$ cat src/rtl/uart_pkg.sv
// Shared types and constants for the uart_tx framer: SOF default, FSM encoding, FIFO entry layout.
package uart_pkg;

   localparam logic [7:0] SOF_DEFAULT = 8'h7E;
   localparam int         ENTRY_W     = 9;

   localparam logic [1:0] ST_IDLE   = 2'd0;
   localparam logic [1:0] ST_LAUNCH = 2'd1;
   localparam logic [1:0] ST_ACK    = 2'd2;
   localparam logic [1:0] ST_DONE   = 2'd3;

   typedef enum logic [1:0] {
      S_IDLE   = ST_IDLE,
      S_LAUNCH = ST_LAUNCH,
      S_ACK    = ST_ACK,
      S_DONE   = ST_DONE
   } state_e;

   typedef struct packed {
      logic       last;
      logic [7:0] data;
   } fifo_entry_t;

   function automatic fifo_entry_t make_entry(input logic last, input logic [7:0] data);
      fifo_entry_t e;
      e.last = last;
      e.data = data;
      return e;
   endfunction

endpackage

$ cat src/rtl/uart_byte_fifo.sv
// First-word-fall-through FIFO with occupancy count; pointers wrap naturally (DEPTH is a power of 2).
module uart_byte_fifo #(
   parameter int DEPTH = 16,
   parameter int WIDTH = 9
) (
   input  logic                       clk,
   input  logic                       rst,
   input  logic                       push,
   input  logic [WIDTH-1:0]           wdata,
   input  logic                       pop,
   output logic [WIDTH-1:0]           rdata,
   output logic [$clog2(DEPTH):0]     count,
   output logic                       full,
   output logic                       empty
);

   localparam int PW = $clog2(DEPTH);
   localparam int CW = PW + 1;

   logic [WIDTH-1:0] mem_q [DEPTH];
   logic [PW-1:0]    wr_ptr_q, wr_ptr_d;
   logic [PW-1:0]    rd_ptr_q, rd_ptr_d;
   logic [CW-1:0]    count_q, count_d;
   logic             do_push, do_pop;

   assign full    = (count_q == CW'(DEPTH));
   assign empty   = (count_q == {CW{1'b0}});
   assign do_push = push & ~full;
   assign do_pop  = pop & ~empty;
   assign rdata   = mem_q[rd_ptr_q];
   assign count   = count_q;

   // Next-state pointer and occupancy arithmetic
   always_comb begin
      wr_ptr_d = do_push ? wr_ptr_q + PW'(1) : wr_ptr_q;
      rd_ptr_d = do_pop  ? rd_ptr_q + PW'(1) : rd_ptr_q;
      case ({do_push, do_pop})
         2'b10:   count_d = count_q + CW'(1);
         2'b01:   count_d = count_q - CW'(1);
         default: count_d = count_q;
      endcase
   end

   // Pointer and count registers
   always_ff @(posedge clk) begin
      if (rst) begin
         wr_ptr_q <= {PW{1'b0}};
         rd_ptr_q <= {PW{1'b0}};
         count_q  <= {CW{1'b0}};
      end else begin
         wr_ptr_q <= wr_ptr_d;
         rd_ptr_q <= rd_ptr_d;
         count_q  <= count_d;
      end
   end

   // Storage array; contents are don't-care until written
   always_ff @(posedge clk) begin
      if (do_push) begin
         mem_q[wr_ptr_q] <= wdata;
      end
   end

endmodule

$ cat src/rtl/uart_tx_framer.sv
// Packet framer feeding uart_tx: SOF + payload (+ XOR checksum when UART_TX_CHECKSUM_EN is defined).
// Payload is buffered in a FWFT FIFO; the FSM drives the uart_tx start/data/busy handshake.
module uart_tx_framer
   import uart_pkg::*;
#(
   parameter int         FIFO_DEPTH  = 16,
   parameter logic [7:0] SOF_BYTE    = SOF_DEFAULT,
   parameter int         ACK_TIMEOUT = 8
) (
   input  logic                          clk,
   input  logic                          rst,
   input  logic [7:0]                    in_data,
   input  logic                          in_valid,
   input  logic                          in_last,
   output logic                          in_ready,
   output logic                          tx_start,
   output logic [7:0]                    tx_data,
   input  logic                          tx_busy,
   output logic                          frame_active,
   output logic [$clog2(FIFO_DEPTH):0]   fifo_count,
   output logic                          tx_err
);

   localparam int             AW       = $clog2(ACK_TIMEOUT) + 1;
   localparam logic [AW-1:0]  ACK_LAST = AW'(ACK_TIMEOUT - 1);

   logic               fifo_full, fifo_empty, fifo_pop, fifo_push;
   logic [ENTRY_W-1:0] fifo_rdata;
   fifo_entry_t        head;

   state_e         state_q, state_d;
   logic           tx_start_q, tx_start_d;
   logic [7:0]     tx_data_q, tx_data_d;
   logic           frame_active_q, frame_active_d;
   logic           tx_err_q, tx_err_d;
   logic           pend_q, pend_d;
   logic [AW-1:0]  ack_cnt_q, ack_cnt_d;
`ifdef UART_TX_CHECKSUM_EN
   logic [7:0]     csum_q, csum_d;
   logic           csum_sent_q, csum_sent_d;
`endif

   assign in_ready     = ~rst & ~fifo_full;
   assign fifo_push    = in_valid & in_ready;
   assign head         = fifo_entry_t'(fifo_rdata);
   assign tx_start     = tx_start_q;
   assign tx_data      = tx_data_q;
   assign frame_active = frame_active_q;
   assign tx_err       = tx_err_q;

   uart_byte_fifo #(
      .DEPTH (FIFO_DEPTH),
      .WIDTH (ENTRY_W)
   ) u_fifo (
      .clk   (clk),
      .rst   (rst),
      .push  (fifo_push),
      .wdata (make_entry(in_last, in_data)),
      .pop   (fifo_pop),
      .rdata (fifo_rdata),
      .count (fifo_count),
      .full  (fifo_full),
      .empty (fifo_empty)
   );

   // Framing FSM next-state and output selection
   always_comb begin
      state_d        = state_q;
      tx_start_d     = 1'b0;
      tx_data_d      = tx_data_q;
      frame_active_d = frame_active_q;
      tx_err_d       = tx_err_q;
      pend_d         = pend_q;
      ack_cnt_d      = ack_cnt_q;
      fifo_pop       = 1'b0;
`ifdef UART_TX_CHECKSUM_EN
      csum_d         = csum_q;
      csum_sent_d    = csum_sent_q;
`endif
      case (state_q)
         S_IDLE: begin
            if (!fifo_empty) begin
               tx_data_d      = SOF_BYTE;
               tx_start_d     = 1'b1;
               frame_active_d = 1'b1;
               pend_d         = 1'b1;
               ack_cnt_d      = {AW{1'b0}};
`ifdef UART_TX_CHECKSUM_EN
               csum_d         = 8'h00;
               csum_sent_d    = 1'b0;
`endif
               state_d        = S_LAUNCH;
            end else begin
               state_d = S_IDLE;
            end
         end
         S_LAUNCH: begin
            ack_cnt_d = ack_cnt_q + AW'(1);
            state_d   = S_ACK;
         end
         S_ACK: begin
            // A missing busy acknowledge is flagged, then the byte is treated as sent
            if (tx_busy) begin
               state_d = S_DONE;
            end else if (ack_cnt_q >= ACK_LAST) begin
               tx_err_d = 1'b1;
               state_d  = S_DONE;
            end else begin
               ack_cnt_d = ack_cnt_q + AW'(1);
            end
         end
         S_DONE: begin
            if (tx_busy) begin
               state_d = S_DONE;
            end else if (pend_q) begin
               if (!fifo_empty) begin
                  fifo_pop   = 1'b1;
                  tx_data_d  = head.data;
                  tx_start_d = 1'b1;
                  pend_d     = ~head.last;
                  ack_cnt_d  = {AW{1'b0}};
`ifdef UART_TX_CHECKSUM_EN
                  csum_d     = csum_q ^ head.data;
`endif
                  state_d    = S_LAUNCH;
               end else begin
                  state_d = S_DONE;
               end
            end else begin
`ifdef UART_TX_CHECKSUM_EN
               if (!csum_sent_q) begin
                  tx_data_d   = csum_q;
                  tx_start_d  = 1'b1;
                  csum_sent_d = 1'b1;
                  ack_cnt_d   = {AW{1'b0}};
                  state_d     = S_LAUNCH;
               end else begin
                  frame_active_d = 1'b0;
                  state_d        = S_IDLE;
               end
`else
               frame_active_d = 1'b0;
               state_d        = S_IDLE;
`endif
            end
         end
         default: begin
            state_d = S_IDLE;
         end
      endcase
   end

   // FSM state and registered outputs
   always_ff @(posedge clk) begin
      if (rst) begin
         state_q        <= S_IDLE;
         tx_start_q     <= 1'b0;
         tx_data_q      <= 8'h00;
         frame_active_q <= 1'b0;
         tx_err_q       <= 1'b0;
         pend_q         <= 1'b0;
         ack_cnt_q      <= {AW{1'b0}};
`ifdef UART_TX_CHECKSUM_EN
         csum_q         <= 8'h00;
         csum_sent_q    <= 1'b0;
`endif
      end else begin
         state_q        <= state_d;
         tx_start_q     <= tx_start_d;
         tx_data_q      <= tx_data_d;
         frame_active_q <= frame_active_d;
         tx_err_q       <= tx_err_d;
         pend_q         <= pend_d;
         ack_cnt_q      <= ack_cnt_d;
`ifdef UART_TX_CHECKSUM_EN
         csum_q         <= csum_d;
         csum_sent_q    <= csum_sent_d;
`endif
      end
   end

endmodule

$ cat config.mk
export PLATFORM = sky130hd
export DESIGN_NAME = uart_tx_framer
export DESIGN_NICKNAME = d
export VERILOG_FILES = /design/src/rtl/uart_pkg.sv /design/src/rtl/uart_byte_fifo.sv /design/src/rtl/uart_tx_framer.sv
export SDC_FILE = /design/constraint.sdc
export NUM_CORES = 1
export LEC_CHECK = 0
export CORE_MARGIN = 5
export CORE_UTILIZATION = 50
export CTS_BUF_LIST = sky130_fd_sc_hd__clkbuf_4
export CTS_CLUSTER_SIZE = 8
export DETAILED_ROUTE_END_ITERATION = 6
export PLACE_DENSITY_LB_ADDON = 0.2
export SLEW_MARGIN = 10
export SYNTH_ARGS = -nofsm -noshare
export SYNTH_HDL_FRONTEND = slang
export SYNTH_SLANG_ARGS = --single-unit
$ cat constraint.sdc
create_clock -name clk -period 4.9 [get_ports clk]
set_input_delay 0.98 -clock clk [delete_from_list [all_inputs] [get_ports clk]]
set_output_delay 0.98 -clock clk [all_outputs]
set_load 0.1 [all_outputs]
==> After elaboration in Yosys (flattened, before gate mapping) <==
Memory sizes are Yosys's and may differ from the RTL's. A register that Yosys moved wholly into a read port is not among the register bits.
Index checks and enable logic that the tools add are counted.
{ "totals": {"ff_bits": 31, "latchBits": 0, "ram_bits": 144, "mem_bits_ro": 0, "word_cells": 85, "n_memories": 1} }
{ "op_classes": {"addsub": 5, "multipliers": 0, "div_mod_pow": 0, "n_lt_le_gt_ge": 1, "eq_ne": 14, "shift": 0, "muxes": 36, "n_bitwise": 9, "reduce_logical": 9} }
{ "mem_list": {"columns": ["name", "depth", "word_bits", "rd", "rd_clocked_by_memory_dff", "wr", "line_no", "source"], "rows": [
  ["u_fifo.mem_q", 16, 9, 1, 1, 1, "uart_byte_fifo.sv:20", "logic [WIDTH-1:0] mem_q [DEPTH];"]
]} }
{ "op_table": {"columns": ["operator", "count"], "rows": [
  ["2-to-1 mux 8 bit", 4],
  ["2-to-1 mux 4 bit", 7],
  ["one-hot mux 4 bit (4 select lines)", 1],
  ["one-hot mux 8 bit (2 select lines)", 1],
  ["!= test 2 bit (second input constant)", 7],
  ["2-to-1 mux 1 bit", 13],
  ["adder 4 x 1 -> 4 bit (second input constant)", 3],
  ["2-to-1 mux 2 bit", 5],
  ["one-hot mux 5 bit (2 select lines)", 1],
  ["one-hot mux 2 bit (4 select lines)", 1],
  ["AND reduction 4 bit", 2],
  ["== test 2 bit (second input constant)", 3],
  ["one-hot mux 1 bit (2 select lines)", 3],
  ["AND reduction 3 bit", 2],
  ["adder 5 x 1 -> 5 bit (second input constant)", 1],
  ["== test 5 bit (second input constant)", 1],
  ["zero test 5 bit", 1],
  ["inverter 1 bit", 5],
  ["AND reduction 5 bit", 1],
  ["subtractor 5 x 1 -> 5 bit (second input constant)", 1],
  ["AND 1 bit", 4],
  ["== test 2 x 1 -> 1 bit (second input constant)", 2],
  [">= comparator 4 x 3 -> 1 bit (second input constant)", 1],
  ["nonzero test 2 bit", 2],
  ["other kinds (2)", 2]
]} }

==> Longest topological paths before layout <==
Gate-level depths: netlist (run 1).
{ "logic_depth": {"depth_word": 8, "ltp_mapped": 14, "mapped_depth_nobuf": 11} }

==> By module <==
From an unflattened synthesis (run 1), not the netlist that was laid out.
{ "unflattened": {"hier_cells": 451, "hier_area_um2": 7297.0} }
{ "by_module_without_submodules": {"columns": ["mod", "instances", "cells_per_inst", "area_each_um2", "seq_area_each_um2"], "rows": [
  ["uart_byte_fifo", 1, 348, 6431.2, 4664.5],
  ["uart_tx_framer", 1, 103, 865.8, 360.3]
]} }

==> Worst setup path before layout (run 1) <==
Ideal clock, no wire load.
{ "synth_timing": {"path_type": "register -> output", "start": "reg u_fifo.count_q[1] (netlist: u_fifo.count[1])", "end": "out in_ready", "arrival_time_ns": 2.778, "t_required_ns": 3.920, "path_slack_ns": 1.142, "stages_incl_launch_ff": 4, "path_cell_list": "dfxtp_1 -> buf_6 -> nor4_4 -> a21oi_1"} }
{ "synth_via": {"elab_chain_cells": 3} }
{ "synth_lines": {"columns": ["item", "line_no", "source"], "rows": [
  ["from (decl)", "uart_byte_fifo.sv:23", "logic [CW-1:0] count_q, count_d;"],
  ["from (signal assigned)", "uart_byte_fifo.sv:49", "count_q <= {CW{1'b0}};"],
  ["from (signal assigned)", "uart_byte_fifo.sv:53", "count_q <= count_d;"],
  ["== test 5 bit", "uart_byte_fifo.sv:26", "assign full = (count_q == CW'(DEPTH));"],
  ["inverter 1 bit", "uart_tx_framer.sv:43", "assign in_ready = ~rst & ~fifo_full;"],
  ["AND 1 bit", "uart_tx_framer.sv:43", null],
  ["to (decl)", "uart_tx_framer.sv:15", "output logic in_ready,"]
]} }
No other way between the ends.

==> Final worst setup path (run 1) <==
{ "layout_timing": {"start": "in tx_busy", "end": "reg u_fifo.count_q[4] (netlist: u_fifo.count[4])"} }
{ "layout_via": {"elab_chain_cells": 5, "elab_cells_between_ends": 7, "cone_classes": "eq/ne: 2; mux: 3; bitwise: 1; reduce/logical: 1"} }
{ "layout_lines": {"columns": ["item", "line_no", "source"], "rows": [
  ["from (decl)", "uart_tx_framer.sv:18", "input logic tx_busy,"],
  ["2-to-1 mux 1 bit *", "uart_tx_framer.sv:113", "if (tx_busy) begin"],
  ["2-to-1 mux 1 bit *", "uart_tx_framer.sv:80", "case (state_q)"],
  ["AND 1 bit *", "uart_byte_fifo.sv:29", "assign do_pop = pop & ~empty;"],
  ["named net u_fifo.do_pop", "uart_byte_fifo.sv:24", "logic do_push, do_pop;"],
  ["== test 2 x 1 -> 1 bit / == test 2 bit (equally long branches)", "uart_byte_fifo.sv:37", "case ({do_push, do_pop})"],
  ["one-hot mux 5 bit (2 select lines) / nonzero test 2 bit (equally long branches)", null, null]
]} }
The timed path passes the listed nets; every way through them passes the cells marked *.
A chain may end at the register's enable or synchronous reset.

==> load_flow_metrics.sql, run 1 <==
INSERT INTO impl_metrics (metric_group, metric, value, unit) VALUES
('status', 'status', 'finished clean', ''),
('clock_network', 'bufs_on_longest_clock_path', '2', ''),
('clock_network', 'clock_latency', '0.56', 'ns'),
('synthesis', 'ys_dominant_reg_cell', 'sky130_fd_sc_hd__edfxtp_1', ''),
('clock_network', 'cts.root.buffer_cell', 'sky130_fd_sc_hd__clkbuf_4', ''),
('synthesis', 'postSynthNetCount', '481', ''),
('synthesis', 'netlist_top_cells_area', 'sky130_fd_sc_hd__edfxtp_1, sky130_fd_sc_hd__mux4_2, sky130_fd_sc_hd__dfxtp_1', ''),
('sta', 'fin_ws', '1.37', 'ns'),
('placement', 'dp_slack', '0.790', 'ns'),
('synthesis', 'synthCells', '456', ''),
('sta', 'slew-limit-headroom', '0.276', ''),
('detailed_routing', 'drc', '0', ''),
('synthesis', 'yosysWarnings', '0', ''),
('final_layout', 'layout-drive-gt1-share', '0.192', ''),
('sta', 'grt_setup_unrepaired', 'no', ''),
('job', 'maxCapViolCount', '0', ''),
('die', 'die_h', '132', 'um'),
('power', 'irDropWorstVdd', '0.173', 'mV'),
('synthesis', 'synth_cell_type_count', '55', ''),
('detailed_routing', 'detail_route.first_pass.iterations', '4', ''),
('worst_hold_path', 'min-delay-path-class', 'flop to flop', ''),
('global_routing', 'grt_max_degree', '40', ''),
('global_routing', 'use_met1', '0.223', ''),
('placement', 'numPortBuffers', '29', ''),
('placement', 'detailedPlacementHpwl', '8800', 'um'),
('synthesis', 'synth_area_per_cell', '16.3', 'um2'),
('global_routing', 'groute.layer.met3.usage', '0.0382', ''),
('detailed_routing', 'drt.antenna.violating_nets', '0', ''),
('power', 'power_density', '393', 'nW/um2'),
('critical_path', 'arrival_time_of_the_worst_setup_path', '4.00', 'ns'),
('clock_network', 'postCtsSetupBuffers', '0', ''),
('detailed_routing', 'drt-vias-per-instance', '5.74', ''),
('die', 'die_area', '17400', 'um2'),
('global_routing', 'global_route.peak_usage_layer', 'met2', ''),
('critical_path', 'worstPathRequired', '5.37', 'ns'),
('die', 'placement_row_count', '44', ''),
('critical_path', 'timing_worst_setup_path_type', 'primary input to flop', ''),
('sta', 'worst_clk_skew', '0.0186', 'ns'),
('sta', 'timing.final.max_slew_violations', '0', ''),
('placement', 'finalWeightedCongestion', '0.814', ''),
('critical_path', 'setup.worst_path.end_class', 'flop', ''),
('detailed_routing', 'first_iter_violations', '243', ''),
('synthesis', 'yosysTopAreaCell', 'sky130_fd_sc_hd__edfxtp_1', ''),
('power', 'power_leakage', '0.00256', 'uW'),
('final_layout', 'design.final.nets', '512', ''),
('global_routing', 'first_pass_grt_wire_length', '22200', 'um'),
('clock_network', 'clock_tree_from_tritoncts', 'yes', ''),
('sta', 'fin_crit_sh', '0.720', ''),
('die', 'coreArea', '14500', 'um2'),
('critical_path', 'cp_max_fo', '9', ''),
('detailed_routing', 'avgRoutedWirePerCell', '20.2', 'um'),
('clock_network', 'cts_resized', '0', ''),
('sta', 'finalHoldViolCount', '0', ''),
('die', 'die_width', '132', 'um'),
('synthesis', 'synth_edf_count', '144', ''),
('sta', 'tns', '0', 'ns'),
('sta', 'period_needed', '3.53', 'ns'),
('synthesis', 'ys_seq_area_frac', '0.677', ''),
('power', 'finalPower', '3190', 'uW'),
('global_routing', 'overflow', '0', ''),
('clock_network', 'clock_tree.htree_level_count', '4', ''),
('detailed_routing', 'routed_wirelength', '13800', 'um'),
('global_routing', 'grtUsageMet2', '0.274', ''),
('global_routing', 'via_count_of_the_first_global_routing_pass', '3988', ''),
('sta', 'pin_slew_with_the_least_headroom_to_its_limit', '1.08', 'ns'),
('detailed_routing', 'via_count', '3930', ''),
('synthesis', 'synth_top_area_frac', '0.583', ''),
('die', 'start_util', '0.511', ''),
('clock_network', 'clk_transition_reported_paths', '0.14', 'ns'),
('critical_path', 'worstSetupStartpointType', 'primary input', ''),
('global_routing', 'grt_antenna_before_repair', '1', ''),
('clock_network', 'cts_made_buffers', '17', ''),
('synthesis', 'synth-async-reset-ratio', '0', ''),
('die', 'ioPinCount', '30', ''),
('clock_network', 'cts_num_sinks', '179', ''),
('sta', 'count_of_final_setup_violators', '0', ''),
('clock_network', 'post_cts_hold_buffer_count', '0', ''),
('global_routing', 'global_route.usage.total', '0.169', ''),
('sta', 'achievable-frequency', '283', 'MHz'),
('final_layout', 'layout-area-overhead-vs-synth', '9.43', '%'),
('synthesis', 'synth_area', '7420', 'um2'),
('synthesis', 'synth_seq_cells', '179', '');
## cells in the mapped netlist, types with 3 or more instances
library cell,number
sky130_fd_sc_hd__nand2_1,21
sky130_fd_sc_hd__dfxtp_1,35
sky130_fd_sc_hd__nand4_1,3
sky130_fd_sc_hd__inv_1,9
sky130_fd_sc_hd__a211oi_1,6
sky130_fd_sc_hd__nor2b_1,13
sky130_fd_sc_hd__a22oi_1,4
sky130_fd_sc_hd__mux4_2,32
sky130_fd_sc_hd__nand3b_1,3
sky130_fd_sc_hd__ha_1,12
sky130_fd_sc_hd__nor4_1,3
sky130_fd_sc_hd__buf_6,6
sky130_fd_sc_hd__nor2_1,42
sky130_fd_sc_hd__clkbuf_1,7
sky130_fd_sc_hd__nand3_1,5
sky130_fd_sc_hd__edfxtp_1,144
sky130_fd_sc_hd__mux4_4,4
sky130_fd_sc_hd__buf_2,7
sky130_fd_sc_hd__o21ai_0,9
sky130_fd_sc_hd__nor4_2,6
sky130_fd_sc_hd__a21oi_1,17
sky130_fd_sc_hd__nand2b_1,6
sky130_fd_sc_hd__a211oi_2,6
sky130_fd_sc_hd__xor2_1,8
sky130_fd_sc_hd__nor3_1,5
## through the flow
step	instance area [um2]	hold WS, ns	std cells	util
after global placement	7820	0.451	652	0.538
final	8120	0.492	685	0.559
after floorplan	7420	0.457	456	-
after detailed placement	7820	0.462	652	0.538
after CTS	8120	0.495	684	0.559
after global routing	8120	0.532	685	0.559
## final timing paths
| path | start | endpoint | slack (ns) | depth (start not counted) |
|---|---|---|---|---|
| min | tx_err | tx_err | 0.49 | 2 |
| max reg2reg | state_q[1] | u_fifo.count[4] | 1.57 | 11 |
| min reg2reg | tx_err | tx_err | 0.49 | 2 |
| max | tx_busy | u_fifo.count[4] | 1.37 | 11 |
## metal layers
metal  vias up  share of wire
met5         -              0
met3         6          0.043
met2        75           0.50
met1      2006           0.45
li1       1843              -
met4         0         0.0090
## critical path: stages
cell,delay [ns]
sky130_fd_sc_hd__clkdlybuf4s50_1,0.53
sky130_fd_sc_hd__nand3b_1,0.38
sky130_fd_sc_hd__a21oi_1,0.48
sky130_fd_sc_hd__ha_1,0.44
sky130_fd_sc_hd__xor2_1,0.18
sky130_fd_sc_hd__ha_1,0.21
sky130_fd_sc_hd__a21oi_1,0.07
sky130_fd_sc_hd__o21ai_0,0.10
sky130_fd_sc_hd__nand2_1,0.08
sky130_fd_sc_hd__a32oi_1,0.21
sky130_fd_sc_hd__mux2_2,0.35
## cell families after synthesis
family	after synthesis	share of synthesized area
flip-flops	179	0.677
AND/OR/NAND/NOR	120	0.0885
AO/OA/AOI/OAI	61	0.0580
multiplexers	39	0.115
buffers and inverters	35	0.0295
adder cells (fa/ha/maj)	12	0.0202
XOR/XNOR	10	0.0118
## report_power, final
part / internal [uW] / total (uW) / switching [uW]
sequential: 1700 / 1740 / 41.7
clock: 347 / 843 / 497
combinational: 170 / 610 / 440
total: 2210 / 3190 / 979
## flip-flops by register name, indices dropped and copies added, names as in the netlist, named ones only
register,flops
u_fifo.mem_q,144
tx_data,8
u_fifo.count,5
ack_cnt_q,4
u_fifo.rd_ptr_q,4
u_fifo.wr_ptr_q,4
state_q,2
frame_active,1
pend_q,1
tx_err,1
tx_start,1
## cell usage in the layout, fill, tap and decap left out, types with 3 or more instances in the layout
cell type                         instances
sky130_fd_sc_hd__clkdlybuf4s50_1         28
sky130_fd_sc_hd__mux4_2                  32
sky130_fd_sc_hd__edfxtp_1               144
sky130_fd_sc_hd__ha_1                    12
sky130_fd_sc_hd__nor3_1                   5
sky130_fd_sc_hd__o21ai_0                  9
sky130_fd_sc_hd__nand2b_1                 6
sky130_fd_sc_hd__nand3_1                  5
sky130_fd_sc_hd__nor2_1                  42
sky130_fd_sc_hd__bufinv_16                3
sky130_fd_sc_hd__nand2_1                 21
sky130_fd_sc_hd__a211oi_1                 6
sky130_fd_sc_hd__nand4_1                  3
sky130_fd_sc_hd__a211oi_2                 6
sky130_fd_sc_hd__clkinvlp_4               6
sky130_fd_sc_hd__clkbuf_4                17
sky130_fd_sc_hd__dfxtp_1                 33
sky130_fd_sc_hd__nor4_1                   3
sky130_fd_sc_hd__nor2b_1                 13
sky130_fd_sc_hd__buf_4                   10
sky130_fd_sc_hd__nand3b_1                 3
sky130_fd_sc_hd__nor4_2                   6
sky130_fd_sc_hd__clkinv_2                 3
sky130_fd_sc_hd__inv_1                    9
sky130_fd_sc_hd__a22oi_1                  4
sky130_fd_sc_hd__xor2_1                   8
sky130_fd_sc_hd__mux4_4                   4
sky130_fd_sc_hd__a21oi_1                 17
## layout make-up
type | instances | area (um2)
Timing Repair Buffer | 38 | 355
Clock inverter | 15 | 166
Inverter | 9 | 33.8
Sequential cell | 179 | 5030
Clock buffer | 17 | 128
Antenna cell | 1 | 2.50
Fill cell | 1163 | 6410
Multi-Input combinational cell | 242 | 2180
Tap cell | 184 | 230
Note: power is estimated with default switching activity, not from simulation.
==> run 2: changes to the inputs <==
==> constraint.sdc (replaced) <==
create_clock -name clk -period 3 [get_ports clk]
set_input_delay 0.6 -clock clk [delete_from_list [all_inputs] [get_ports clk]]
set_output_delay 0.6 -clock clk [all_outputs]
set_load 0.1 [all_outputs]
==> run 2 against run 1 <==
Effect of this change:
- die area is the same
- via count grew 2.7%
- first-iteration DRC count is 44% higher
- critical path type is now flop to flop
==> load_flow_metrics.sql, run 2 (same netlist as run 1, synthesis figures left out) <==
INSERT INTO impl_metrics (metric_group, metric, value, unit) VALUES
('power', 'power_leakage', '0.00274', 'uW'),
('critical_path', 'slack_of_the_worst_reg_to_reg_path', '0.45', 'ns'),
('clock_network', 'cts.root.buffer_cell', 'sky130_fd_sc_hd__clkbuf_4', ''),
('detailed_routing', 'met3_length', '594', 'um'),
('clock_network', 'bufs_on_longest_clock_path', '2', ''),
('clock_network', 'clock_latency', '0.57', 'ns'),
('final_layout', 'largest_register', 'u_fifo.mem_q', ''),
('placement', 'detailedPlacementHpwl', '9550', 'um'),
('detailed_routing', 'routed_wirelength', '14300', 'um'),
('die', 'start_util', '0.511', ''),
('critical_path', 'crit_buf_inv', '1', ''),
('power', 'netSwitchingPower', '1610', 'uW'),
('sta', 'fin_crit_sh', '0.851', ''),
('sta', 'tns', '0', 'ns'),
('clock_network', 'cts_num_sinks', '179', ''),
('clock_network', 'postCtsSetupBuffers', '0', ''),
('sta', 'pin_slew_with_the_least_headroom_to_its_limit', '0.799', 'ns'),
('placement', 'numPortBuffers', '29', ''),
('clock_network', 'clk_transition_reported_paths', '0.15', 'ns'),
('critical_path', 'crit_path_top_delay_cell', 'sky130_fd_sc_hd__dfxtp_2', ''),
('power', 'seq_power_share', '0.550', ''),
('sta', 'slew-limit-headroom', '0.467', ''),
('die', 'coreArea', '14500', 'um2'),
('worst_hold_path', 'hp-start', 'ack_cnt_q[0]', ''),
('final_layout', 'finalCoreUtilization', '0.570', ''),
('global_routing', 'grt_max_degree', '40', ''),
('sta', 'grt_setup_unrepaired', 'no', ''),
('power', 'power_density', '624', 'nW/um2'),
('critical_path', 'arrival_time_of_the_worst_setup_path', '3.03', 'ns'),
('die', 'placement_row_count', '44', ''),
('detailed_routing', 'drc', '0', ''),
('critical_path', 'worstSetupStartpointType', 'flop', ''),
('critical_path', 'timing_worst_setup_path_type', 'flop to flop', ''),
('detailed_routing', 'drt.antenna.violating_nets', '0', ''),
('detailed_routing', 'avgRoutedWirePerCell', '20.1', 'um'),
('die', 'ioPinCount', '30', ''),
('detailed_routing', 'via_count', '4036', ''),
('global_routing', 'overflow', '0', ''),
('critical_path', 'critical_path.startpoint', 'u_fifo.count[1]', ''),
('final_layout', 'number_of_flip_flops_under_the_largest_register_name', '144', ''),
('global_routing', 'via_count_of_the_first_global_routing_pass', '4051', ''),
('final_layout', 'layout_commonest_cell', 'sky130_fd_sc_hd__edfxtp_1', ''),
('global_routing', 'first_pass_grt_wire_length', '22600', 'um'),
('final_layout', 'layout-area-overhead-vs-synth', '11.7', '%'),
('detailed_routing', 'wl_met2', '7270', 'um'),
('sta', 'count_of_final_setup_violators', '0', ''),
('power', 'power_frac_clock', '0.254', ''),
('power', 'cell_internal_pwr', '3560', 'uW'),
('power', 'p_sw_frac', '0.312', ''),
('critical_path', 'worstPathRequired', '3.48', 'ns'),
('final_layout', 'leading_cell_types_in_the_layout_fill_and_taps_excluded', 'sky130_fd_sc_hd__edfxtp_1, sky130_fd_sc_hd__buf_4, sky130_fd_sc_hd__nor2_1', ''),
('detailed_routing', 'met1Wirelength', '6200', 'um'),
('sta', 'finalHoldViolCount', '0', ''),
('critical_path', 'setup.worst_path.end_class', 'flop', ''),
('critical_path', 'r2r_start', 'u_fifo.count[1]', ''),
('sta', 'achievable-frequency', '392', 'MHz'),
('detailed_routing', 'detail_route.first_pass.iterations', '4', ''),
('clock_network', 'clock_tree.htree_level_count', '4', ''),
('die', 'die_h', '132', 'um'),
('detailed_routing', 'highest_layer', 'met4', ''),
('placement', 'finalWeightedCongestion', '0.810', ''),
('status', 'status', 'finished clean', ''),
('sta', 'worst_clk_skew', '0.0262', 'ns'),
('final_layout', 'layout-drive-gt1-share', '0.274', ''),
('final_layout', 'design.final.nets', '538', ''),
('detailed_routing', 'drt-vias-per-instance', '5.68', ''),
('power', 'pwr-share-comb', '0.196', ''),
('die', 'die_width', '132', 'um'),
('global_routing', 'grt_antenna_before_repair', '1', ''),
('clock_network', 'post_cts_hold_buffer_count', '0', ''),
('clock_network', 'clock_tree_from_tritoncts', 'yes', ''),
('critical_path', 'cell_by_cell_listing_of_the_critical_path', 'nor4_4, a21oi_1, inv_1, ha_1, xor2_1, ha_1, a21oi_1, o21ai_0, nand2_1, a32oi_1, mux2_2', ''),
('clock_network', 'cts_resized', '0', ''),
('clock_network', 'cts_made_buffers', '17', ''),
('worst_hold_path', 'min-delay-path-class', 'flop to flop', ''),
('power', 'irDropWorstVdd', '0.331', 'mV'),
('sta', 'period_needed', '2.55', 'ns'),
('critical_path', 'crit_family', 'compound AO/OA/AOI/OAI gates', ''),
('job', 'maxCapViolCount', '0', ''),
('detailed_routing', 'first_iter_violations', '349', ''),
('critical_path', 'worst_path_largest_cell_delay', '0.41', 'ns'),
('final_layout', 'postLayoutCellArea', '8290', 'um2'),
('placement', 'post_dp_cell_area', '8000', 'um2'),
('die', 'die_area', '17400', 'um2'),
('sta', 'timing.final.max_slew_violations', '0', ''),
('global_routing', 'global_route.usage.total', '0.171', ''),
('critical_path', 'cp_max_fo', '9', '');
==> run 2: cell count changes in the layout (fill, tap and decap cells not counted), sizes merged <==
cell	delta
clkinvlp	-4
bufinv	-1
buf	+42
clkdlybuf4s50	-16
inv	+4
==> run 2: cell type report <==
class / count / area (um2)
fillers: 1162 / 6250
flip-flops and latches: 179 / 5030
multi-input cells: 242 / 2180
repair buffers: 64 / 523
well taps: 184 / 230
clock inverters: 14 / 154
clock buffers: 17 / 128
inverters: 9 / 33.8
diodes: 1 / 2.50
==> run 2: final timing paths <==
check	end	depth (start not counted)
worst max-delay path	u_fifo.count[4]	11
worst min-delay path	ack_cnt_q[0]	2
worst max register to register	u_fifo.count[4]	11
worst min register to register	ack_cnt_q[0]	2
==> run 2: layer usage <==
metal / GRT usage / vias to the layer above
met5: 0 / -
met4: 0.0640 / 0
met3: 0.0401 / 16
met2: 0.280 / 79
met1: 0.226 / 2051
li1: - / 1890
==> run 2: worst min-delay path: cells and delay by family (launching register included) <==
kind             cells  cell delay, ns
AND/OR/NAND/NOR      1            0.06
flip-flops           1            0.36
AO/OA/AOI/OAI        1            0.05
==> run 2: power groups by stage <==
stage	registers, uW	clock network (uW)	logic (uW)
after global placement	2890	0	1010
final	2840	1310	1010
after CTS	2840	1350	1020
after floorplan	3260	0	397
after detailed placement	2900	0	1020
after global routing	2860	1470	1090
==> run 2: per-stage QoR <==
| stage | power, uW | setup WS (ns) | std cells | hold slack, ns |
|---|---|---|---|---|
| 6_report | 5170 | 0.447 | 710 | 0.499 |
| 5_1_grt | 5420 | 0.222 | 710 | 0.524 |
| 4_1_cts | 5220 | 0.446 | 709 | 0.501 |
| 3_5_place_dp | 3920 | 0.0160 | 678 | 0.469 |
| 3_3_place_gp | 3900 | 0.101 | 678 | 0.461 |
| 2_1_floorplan | 3650 | 0.0759 | 456 | 0.457 |
==> run 3: changes to the inputs <==
--- a/config.mk
+++ b/config.mk
@@ -14,4 +14,6 @@
 export SLEW_MARGIN = 10
 export SYNTH_ARGS = -nofsm -noshare
 export SYNTH_HDL_FRONTEND = slang
+export SYNTH_HIERARCHICAL = 1
 export SYNTH_SLANG_ARGS = --single-unit
+export TNS_END_PERCENT = 20
==> run 3 against run 2 <==
Effect of this change:
- critical path depth grew 2
- combinational power is 36% lower
- sequential power decreased by 2%
- total power shrank 5.9%
- sequential share of layout area fell by 0.67 points
- flip-flop and latch count did not move
- core utilization increased by 1.2 points
- wire length down 4.0%
- highest routed layer unchanged
==> load_flow_metrics.sql, run 3 <==
INSERT INTO impl_metrics (metric_group, metric, value, unit) VALUES
('status', 'status', 'finished clean', ''),
('critical_path', 'worstSetupStartpointType', 'flop', ''),
('sta', 'count_of_final_setup_violators', '0', ''),
('final_layout', 'leading_cell_types_in_the_layout_fill_and_taps_excluded', 'sky130_fd_sc_hd__edfxtp_1, sky130_fd_sc_hd__buf_4, sky130_fd_sc_hd__nor2_1', ''),
('global_routing', 'grt_max_degree', '37', ''),
('sta', 'worst_clk_skew', '0.0185', 'ns'),
('global_routing', 'via_count_of_the_first_global_routing_pass', '4054', ''),
('clock_network', 'bufs_on_longest_clock_path', '2', ''),
('sta', 'finalHoldViolCount', '0', ''),
('power', 'pwr-share-comb', '0.133', ''),
('power', 'seq_power_share', '0.573', ''),
('synthesis', 'synth_area', '7300', 'um2'),
('critical_path', 'worstPathRequired', '3.46', 'ns'),
('placement', 'dp_slack', '-0.275', 'ns'),
('die', 'die_width', '131', 'um'),
('detailed_routing', 'highest_layer', 'met4', ''),
('detailed_routing', 'via_count', '3990', ''),
('synthesis', 'postSynthNetCount', '476', ''),
('final_layout', 'largest_register', 'u_fifo/mem_q', ''),
('detailed_routing', 'drt.antenna.violating_nets', '0', ''),
('sta', 'fin_ws', '0.163', 'ns'),
('clock_network', 'clock_tree.htree_level_count', '4', ''),
('detailed_routing', 'met1Wirelength', '6040', 'um'),
('detailed_routing', 'drc', '0', ''),
('synthesis', 'synthCells', '451', ''),
('clock_network', 'clock_tree_from_tritoncts', 'yes', ''),
('detailed_routing', 'met3_length', '638', 'um'),
('synthesis', 'netlist_top_cells_area', 'sky130_fd_sc_hd__edfxtp_1, sky130_fd_sc_hd__mux4_2, sky130_fd_sc_hd__dfxtp_1', ''),
('sta', 'achievable-frequency', '352', 'MHz'),
('detailed_routing', 'routed_wirelength', '13700', 'um'),
('final_layout', 'layout_commonest_cell', 'sky130_fd_sc_hd__edfxtp_1', ''),
('clock_network', 'cts_made_buffers', '17', ''),
('final_layout', 'design.final.nets', '541', ''),
('detailed_routing', 'avgRoutedWirePerCell', '19.2', 'um'),
('synthesis', 'yosysMostFrequentCell', 'sky130_fd_sc_hd__edfxtp_1', ''),
('synthesis', 'ys_dominant_reg_cell', 'sky130_fd_sc_hd__edfxtp_1', ''),
('critical_path', 'cp_max_fo', '6', ''),
('die', 'die_area', '17100', 'um2'),
('die', 'die_h', '131', 'um'),
('global_routing', 'global_route.usage.total', '0.172', ''),
('power', 'netSwitchingPower', '1310', 'uW'),
('final_layout', 'layout-area-overhead-vs-synth', '15.0', '%'),
('worst_hold_path', 'min-delay-path-class', 'flop to flop', ''),
('die', 'coreArea', '14400', 'um2'),
('detailed_routing', 'drt-vias-per-instance', '5.60', ''),
('die', 'placement_row_count', '44', ''),
('synthesis', 'synth-async-reset-ratio', '0', ''),
('final_layout', 'n_antenna_cell', '0', ''),
('die', 'start_util', '0.506', ''),
('placement', 'detailedPlacementHpwl', '9270', 'um'),
('critical_path', 'setup.worst_path.end_class', 'flop', ''),
('power', 'finalPower', '4860', 'uW'),
('synthesis', 'synth_edf_count', '144', ''),
('sta', 'grt_setup_unrepaired', 'no', ''),
('sta', 'slew-limit-headroom', '0.444', ''),
('detailed_routing', 'first_iter_violations', '301', ''),
('power', 'p_sw_frac', '0.269', ''),
('sta', 'timing.final.max_slew_violations', '0', ''),
('job', 'maxCapViolCount', '0', ''),
('synthesis', 'ys_seq_area_frac', '0.689', ''),
('synthesis', 'synth_area_per_cell', '16.2', 'um2'),
('final_layout', 'layout-drive-gt1-share', '0.291', ''),
('synthesis', 'yosysWarnings', '6', ''),
('power', 'power_density', '580', 'nW/um2'),
('global_routing', 'first_pass_grt_wire_length', '21700', 'um'),
('sta', 'period_needed', '2.84', 'ns'),
('die', 'ioPinCount', '30', ''),
('final_layout', 'number_of_flip_flops_under_the_largest_register_name', '144', ''),
('clock_network', 'cts.root.buffer_cell', 'sky130_fd_sc_hd__clkbuf_4', ''),
('placement', 'finalWeightedCongestion', '0.762', ''),
('critical_path', 'timing_worst_setup_path_type', 'flop to flop', ''),
('power', 'irDropWorstVdd', '0.370', 'mV'),
('synthesis', 'synth_cell_type_count', '52', ''),
('global_routing', 'grt_antenna_before_repair', '0', ''),
('synthesis', 'yosysTopAreaCell', 'sky130_fd_sc_hd__edfxtp_1', ''),
('synthesis', 'synth_common_cells', 'sky130_fd_sc_hd__edfxtp_1, sky130_fd_sc_hd__nor2_1, sky130_fd_sc_hd__mux4_2', ''),
('power', 'power_leakage', '0.00288', 'uW'),
('clock_network', 'clock_latency', '0.55', 'ns'),
('critical_path', 'arrival_time_of_the_worst_setup_path', '3.30', 'ns'),
('sta', 'pin_slew_with_the_least_headroom_to_its_limit', '0.833', 'ns'),
('clock_network', 'clk_transition_reported_paths', '0.15', 'ns'),
('sta', 'fin_crit_sh', '0.946', ''),
('detailed_routing', 'wl_met2', '6880', 'um'),
('synthesis', 'synth_seq_cells', '179', ''),
('synthesis', 'synth_top_area_frac', '0.593', ''),
('power', 'cell_internal_pwr', '3550', 'uW'),
('detailed_routing', 'detail_route.first_pass.iterations', '4', ''),
('placement', 'numPortBuffers', '29', ''),
('power', 'power_frac_clock', '0.294', ''),
('clock_network', 'cts_num_sinks', '179', ''),
('global_routing', 'overflow', '0', '');
-- run 3: cell types whose count changed after synthesis, moves of 4 or more --
cell	delta
sky130_fd_sc_hd__a22oi_1	+16
sky130_fd_sc_hd__nor2_1	+8
sky130_fd_sc_hd__nor2b_1	-8
sky130_fd_sc_hd__a21oi_1	-7
sky130_fd_sc_hd__nor3_1	+7
sky130_fd_sc_hd__a211oi_2	-6
sky130_fd_sc_hd__clkbuf_1	+6
sky130_fd_sc_hd__nor4_2	-6
sky130_fd_sc_hd__o21ai_0	-5
sky130_fd_sc_hd__a211oi_1	-4
sky130_fd_sc_hd__buf_6	-4
sky130_fd_sc_hd__mux4_2	+4
sky130_fd_sc_hd__mux4_4	-4
-- run 3: final timing paths --
check	start	end	slack, ns	depth (start not counted)
worst min register to register	tx_data[0]	tx_data[0]	0.49	2
worst min-delay path	tx_data[0]	tx_data[0]	0.49	2
worst max register to register	u_fifo/count[0]	u_fifo/count[4]	0.16	13
worst max-delay path	u_fifo/count[0]	u_fifo/count[4]	0.16	13
-- run 3: cell type report --
class,count,area (um2)
timing repair buffer,70,581
tap,184,230
inverter,11,41.3
clock inverter,14,180
multi-input combinational,237,2180
fill,1115,6030
sequential,179,5040
clock buffer,18,135
-- run 3: per-stage QoR --
stage / utilization / instance area [um2] / hold WS, ns / setup TNS [ns] / cells
floorplan: - / 7390 / 0.463 / -1.15 / 451
detailed placement: 0.559 / 8060 / 0.462 / -0.500 / 679
CTS: 0.581 / 8370 / 0.488 / 0 / 711
global placement: 0.559 / 8060 / 0.453 / -0.438 / 679
global route: 0.582 / 8390 / 0.502 / 0 / 713
finish: 0.582 / 8390 / 0.488 / 0 / 713
-- run 3: what timing repair did --
item	in CTS	in global routing
gates resized for setup	0	2
setup buffers	0	2
setup endpoints to repair	0	3
hold buffers	0	0
-- run 3: cells by family after synthesis --
kind of cell / Yosys count / share of synthesized area
mux: 41 / 0.118
simple gates: 114 / 0.0749
compound gates: 62 / 0.0670
xor+xnor: 8 / 0.00960
flops: 179 / 0.689
buf+inv: 35 / 0.0211
fa+ha+maj: 12 / 0.0206
-- run 3: power groups by stage --
stage / sequential [uW] / clock [uW] / combinational, uW
floorplan: 3020 / 0 / 291
global placement: 2840 / 0 / 632
detailed placement: 2840 / 0 / 643
CTS: 2790 / 1460 / 645
global route: 2800 / 1570 / 704
finish: 2790 / 1430 / 648
-- run 3: layer usage --
metal	vias up	global-route usage
met1	2021	0.227
met3	12	0.0439
li1	1882	-
met4	0	0.0478
met2	75	0.286
met5	-	0
-- run 3: worst max-delay path, stage by stage, from the launching register on --
cell and delay (ns):
sky130_fd_sc_hd__dfxtp_4 0.37, sky130_fd_sc_hd__or4_4 0.61, sky130_fd_sc_hd__nor2_4 0.12, sky130_fd_sc_hd__or3b_4 0.13, sky130_fd_sc_hd__inv_2 0.04, sky130_fd_sc_hd__o21ai_4 0.05, sky130_fd_sc_hd__inv_1 0.08, sky130_fd_sc_hd__ha_4 0.17
sky130_fd_sc_hd__xor2_1 0.16, sky130_fd_sc_hd__ha_2 0.22, sky130_fd_sc_hd__inv_2 0.04, sky130_fd_sc_hd__a21o_1 0.15, sky130_fd_sc_hd__a221oi_2 0.24, sky130_fd_sc_hd__mux2_2 0.35
